### config.mk
export PLATFORM = sky130hd
export DESIGN_NAME = param_counter_flat
export DESIGN_NICKNAME = d
export VERILOG_FILES = /design/src/rtl/param_counter_if.sv /design/src/rtl/param_counter.sv /design/src/flat_wrapper.sv
export SDC_FILE = /design/constraint.sdc
export NUM_CORES = 1
export LEC_CHECK = 0
export BUFFER_PORTS_ARGS = -buffer_cell sky130_fd_sc_hd__buf_4
export CORE_MARGIN = 5
export CORE_UTILIZATION = 40
export DETAILED_ROUTE_END_ITERATION = 10
export SYNTH_ARGS = -nofsm -noshare
export SYNTH_HDL_FRONTEND = slang
export SYNTH_SLANG_ARGS = --single-unit
### constraint.sdc
create_clock -name clk -period 3.7 [get_ports clk]
set_input_delay 0.555 -clock clk [delete_from_list [all_inputs] [get_ports clk]]
set_output_delay 0.555 -clock clk [all_outputs]
set_load 0.01 [all_outputs]
### src/rtl/param_counter_if.sv
// rtl/param_counter_if.sv - control and status bundle for param_counter
interface param_counter_if #(
    parameter int WIDTH = 32
);
    logic             en;
    logic             up_dn;
    logic             clear;
    logic             load;
    logic [WIDTH-1:0] load_val;
    logic [WIDTH-1:0] count;
    logic             tc;
    logic             wrap;
    logic             ovf;

    modport master (
        output en, up_dn, clear, load, load_val,
        input  count, tc, wrap, ovf
    );

    modport slave (
        input  en, up_dn, clear, load, load_val,
        output count, tc, wrap, ovf
    );
endinterface

### src/rtl/param_counter.sv
// rtl/param_counter.sv - up/down counter with modulus, prescaler, load/clear and wrap/saturate
module param_counter #(
    parameter int               WIDTH    = 32,
    parameter logic [WIDTH-1:0] MAX_VAL  = {WIDTH{1'b1}},
    parameter int               PRESCALE = 1,
    parameter bit               SATURATE = 1'b0
) (
    input logic             clk,
    input logic             rst,
    param_counter_if.slave  bus
);
    localparam int             PW       = (PRESCALE > 1) ? $clog2(PRESCALE) : 1;
    localparam logic [PW-1:0]  PRE_LAST = PW'(PRESCALE - 1);

    logic [WIDTH-1:0] count_q, count_d;
    logic [PW-1:0]    pre_q, pre_d;
    logic             wrap_q, wrap_d;
    logic             ovf_q, ovf_d;
    logic             tick;

    // The prescaler only reaches its last phase while enabled, so tick implies en.
    assign tick = bus.en && (pre_q == PRE_LAST);

    // Next state: clear beats load beats a counting tick; wrap is a one-cycle pulse.
    always_comb begin
        count_d = count_q;
        pre_d   = pre_q;
        wrap_d  = 1'b0;
        ovf_d   = ovf_q;
        if (bus.clear) begin
            count_d = '0;
            pre_d   = '0;
            ovf_d   = 1'b0;
        end else if (bus.load) begin
            count_d = (bus.load_val > MAX_VAL) ? MAX_VAL : bus.load_val;
            pre_d   = '0;
        end else if (bus.en) begin
            pre_d = tick ? '0 : pre_q + PW'(1);
            if (tick) begin
                if (bus.up_dn) begin
                    if (count_q == MAX_VAL) begin
                        wrap_d = 1'b1;
                        ovf_d  = 1'b1;
                        if (!SATURATE) count_d = '0;
                    end else begin
                        count_d = count_q + WIDTH'(1);
                    end
                end else begin
                    if (count_q == '0) begin
                        wrap_d = 1'b1;
                        ovf_d  = 1'b1;
                        if (!SATURATE) count_d = MAX_VAL;
                    end else begin
                        count_d = count_q - WIDTH'(1);
                    end
                end
            end
        end
    end

    // State register with synchronous reset.
    always_ff @(posedge clk) begin
        if (rst) begin
            count_q <= '0;
            pre_q   <= '0;
            wrap_q  <= 1'b0;
            ovf_q   <= 1'b0;
        end else begin
            count_q <= count_d;
            pre_q   <= pre_d;
            wrap_q  <= wrap_d;
            ovf_q   <= ovf_d;
        end
    end

    assign bus.count = count_q;
    assign bus.wrap  = wrap_q;
    assign bus.ovf   = ovf_q;
    // Terminal count looks at the direction requested right now, not at the last tick.
    assign bus.tc    = bus.up_dn ? (count_q == MAX_VAL) : (count_q == '0);
endmodule

### src/flat_wrapper.sv
// flat-port wrapper written by rule: the top's interface ports become plain ports
module param_counter_flat 
#(
    parameter int               WIDTH    = 32,
    parameter logic [WIDTH-1:0] MAX_VAL  = {WIDTH{1'b1}},
    parameter int               PRESCALE = 1,
    parameter bit               SATURATE = 1'b0
)
  (clk, rst, bus_en, bus_up_dn, bus_clear, bus_load, bus_load_val, bus_count, bus_tc, bus_wrap, bus_ovf);
  param_counter_if #(.WIDTH(WIDTH)) bus_i ();
  input logic clk;
  input logic rst;
  input wire logic [$bits(bus_i.en)-1:0] bus_en;
  input wire logic [$bits(bus_i.up_dn)-1:0] bus_up_dn;
  input wire logic [$bits(bus_i.clear)-1:0] bus_clear;
  input wire logic [$bits(bus_i.load)-1:0] bus_load;
  input wire logic [$bits(bus_i.load_val)-1:0] bus_load_val;
  output wire logic [$bits(bus_i.count)-1:0] bus_count;
  output wire logic [$bits(bus_i.tc)-1:0] bus_tc;
  output wire logic [$bits(bus_i.wrap)-1:0] bus_wrap;
  output wire logic [$bits(bus_i.ovf)-1:0] bus_ovf;
  assign bus_i.en = bus_en;
  assign bus_i.up_dn = bus_up_dn;
  assign bus_i.clear = bus_clear;
  assign bus_i.load = bus_load;
  assign bus_i.load_val = bus_load_val;
  assign bus_count = bus_i.count;
  assign bus_tc = bus_i.tc;
  assign bus_wrap = bus_i.wrap;
  assign bus_ovf = bus_i.ovf;
  param_counter #(.WIDTH(WIDTH), .MAX_VAL(MAX_VAL), .PRESCALE(PRESCALE), .SATURATE(SATURATE)) u_core (.clk(clk), .rst(rst), .bus(bus_i));
endmodule
==> reports/qor.yml <==
logic_synthesis:
  yosysWarningCount: 0
  synth-edff-count: 0
  syn_avg_cell_area_um2: 7.06
  netlist_instances: 464
  synth_nets: 505
  synth_top_area_share: 0.214
  yosys.area.top_type: "dfxtp_1"
  netlist_area_um2: 3270
  ys_seq_area_frac: 0.214
  async_flop_share: 0
  synth-main-ff-cell: "dfxtp_1"
  ys_ff_latch: 35
  synth_cell_types: 62
  synth.area.top_cells: "dfxtp_1 21%, o21ai_0 4.9%, clkbuf_1 4.6%"
cells_and_area:
  drive_above_1_share: 0.204
  fin_util: 0.488
  layout.nets: 551
  final_common_cell: "buf_4"
  layout_common_cells: "85 x buf_4, 35 x dfxtp_1, 32 x o21ai_0"
  area_growth_pct: 20.5
  fillers: 873
  n_antenna_cell: 0
route:
  dr.pass1.iters: 5
  drt_iter0_markers: 391
  routed_wirelength_um: 13200
  routedWlPerCell_um: 21.4
  ant_nets: 0
  drc_errors: 0
  viasPerCell: 6.69
  num_vias: 4118
global_routing:
  grtUsageTotal: 0.259
  grt_max_degree: 48
  grt_pass1_wl_um: 20400
  antenna_found_initial: 0
  overflow: 0
  grt_pass1_vias: 3705
power:
  power.switching_w: 0.000436
  internal-power_w: 0.000735
  power.leakage_nw: 1.47
  p_comb_frac: 0.342
  powerDensity_nw_per_um2: 297
  netSwitchingFraction: 0.372
  vdd_ir_drop_max_mv: 0.114
  finalPower_w: 0.00117
  pwr-share-clk: 0.277
  seq_power_share: 0.382
placement:
  numPortBuffers: 72
  gp_congestion: 0.944
  dp_hpwl_um: 9370
  post-place-ws_ps: 849
worst_setup_path:
  crit_chain: "ha_1 > nand3_1 > nor4_1 > nand4_1 > o21ai_1 > buf_4"
  cp.required_ps: 3140
  ff2ff_path_depth: 6
  crit_fanout: 7
  worstPathArrival_ps: 2580
  cp_top_family: "simple AND/OR/NAND/NOR gates"
  worstSetupStartpointType: "flip-flop"
  endpoint: "bus_tc"
  rr_endpoint: "u_core.bus.count[23]"
  crit_path_max_incr_delay_ps: 640
  crit_type: "flip-flop to output pin"
  worst-path-buf-inv: 1
  r2r_slack_ps: 800
  cp-end-kind: "output pin"
  crit_cells: 6
  cp-startpoint: "u_core.bus.count[1]"
  crit_slowest_cell: "nor4_1"
  regToRegStartpoint: "u_core.bus.count[3]"
timing:
  max_slew.worst_pin.slew_ps: 797
  rsz0062_at_grt: "false"
  drv_slew: 0
  max_freq_mhz: 319
  clock-skew-final_ps: 6.00
  finalCriticalPeriod_ps: 3140
  hold_viol: 0
  layout_setup_ws_ps: 564
  relSlewSlack: 0.464
  setup_viol: 0
  fin_tns_setup_ps: 0
  fin_crit_sh: 0.847
clocking:
  clock-root-buffer: "clkbuf_8"
  cts_made_buffers: 5
  cts_resized: 0
  hold_buffers: 0
  clock_path_buffers: 2
  cts.sinks: 35
  cts_tree: "done"
  clk_transition_reported_paths_ps: 80
  cts_setup_buffers: 0
  h-tree-depth: 2
  clkLatencyLatePin_ps: 290
floorplanning:
  core_um2: 8090
  start_util: 0.405
  dieArea_um2: 10100
  die_x_um: 100
  rows: 33
  ios: 73
  die_y_um: 100
hold_path:
  hold_path_class: "primary input to flip-flop"
  whs_path_depth: 2
flow_run:
  drv_cap: 0
status:
  outcome: "completed"
==> worst register-to-register path: cells and delay by family (launching register included) <==
kind,cells,cell delay (ps)
AOI/OAI and AO/OA,2,390
muxes,1,210
DFF,1,450
and+or+nand+nor,3,1750
==> power by group through the flow <==
| stage | logic, W | registers (W) | clock network [W] |
|---|---|---|---|
| final | 0.000400 | 0.000447 | 0.000324 |
| after global routing | 0.000429 | 0.000453 | 0.000347 |
| after CTS | 0.000391 | 0.000445 | 0.000329 |
| after detailed placement | 0.000390 | 0.000454 | 0 |
| after global placement | 0.000388 | 0.000452 | 0 |
| after floorplan | 0.000271 | 0.000431 | 0 |
==> worst min path at each step <==
stage | to | start | slack [ps]
2_1_floorplan | u_core.pre_q | u_core.pre_q | 470
3_3_place_gp | u_core.bus.ovf | u_core.bus.ovf | 440
3_5_place_dp | u_core.bus.ovf | u_core.bus.ovf | 440
4_1_cts | u_core.pre_q | bus_en | 430
5_1_grt | u_core.pre_q | bus_en | 430
6_report | u_core.pre_q | bus_en | 430
==> sequential cells by signal, summed over array words and instances (netlist names) <==
name              count
u_core.bus.count     32
u_core.bus.ovf        1
u_core.bus.wrap       1
u_core.pre_q          1
==> Yosys cell counts (8+ instances only) <==
library cell	n
xnor2_1	14
nand2_1	30
nor4_1	18
nor3_1	20
a21oi_1	21
nand2b_1	10
o31ai_1	9
dfxtp_1	35
a31oi_1	8
o21ai_0	32
nor2_1	30
or3_1	13
nand4_1	22
clkbuf_1	40
nand3_1	24
xor2_1	9
inv_1	8
==> per-stage QoR <==
| step | hold WS [ps] | instance area, um^2 | std cells |
|---|---|---|---|
| 6_report | 427 | 3950 | 616 |
| 5_1_grt | 428 | 3950 | 616 |
| 4_1_cts | 425 | 3950 | 616 |
| 3_5_place_dp | 440 | 3850 | 608 |
| 3_3_place_gp | 436 | 3850 | 608 |
| 2_1_floorplan | 468 | 3270 | 464 |
==> cell type report <==
class	count	area [um^2]	share of cell area
tap	105	131	0.0333
timing repair buffer	85	638	0.162
inverter	9	33.8	0.00856
clock buffer	8	100	0.0254
multi-input combinational	374	2340	0.594
sequential	35	701	0.178
==> cells by family (layout without fill, tap and decap cells) <==
family | count (synthesis) | count (layout) | synth area share
flip-flops | 35 | 35 | 0.214
AO/OA/AOI/OAI | 135 | 135 | 0.275
XOR/XNOR | 23 | 23 | 0.0615
AND/OR/NAND/NOR | 210 | 210 | 0.358
multiplexers | 3 | 3 | 0.00955
adder cells (fa/ha/maj) | 3 | 3 | 0.0115
buffers and inverters | 55 | 102 | 0.0707
==> routing by layer <==
| layer | routed length [um] | GRT usage |
|---|---|---|
| met5 | 0 | 0 |
| met4 | 456 | 0.0974 |
| met3 | 1340 | 0.0505 |
| met2 | 5870 | 0.389 |
| met1 | 5500 | 0.365 |
No activity file was read; power rests on OpenSTA's default activity.
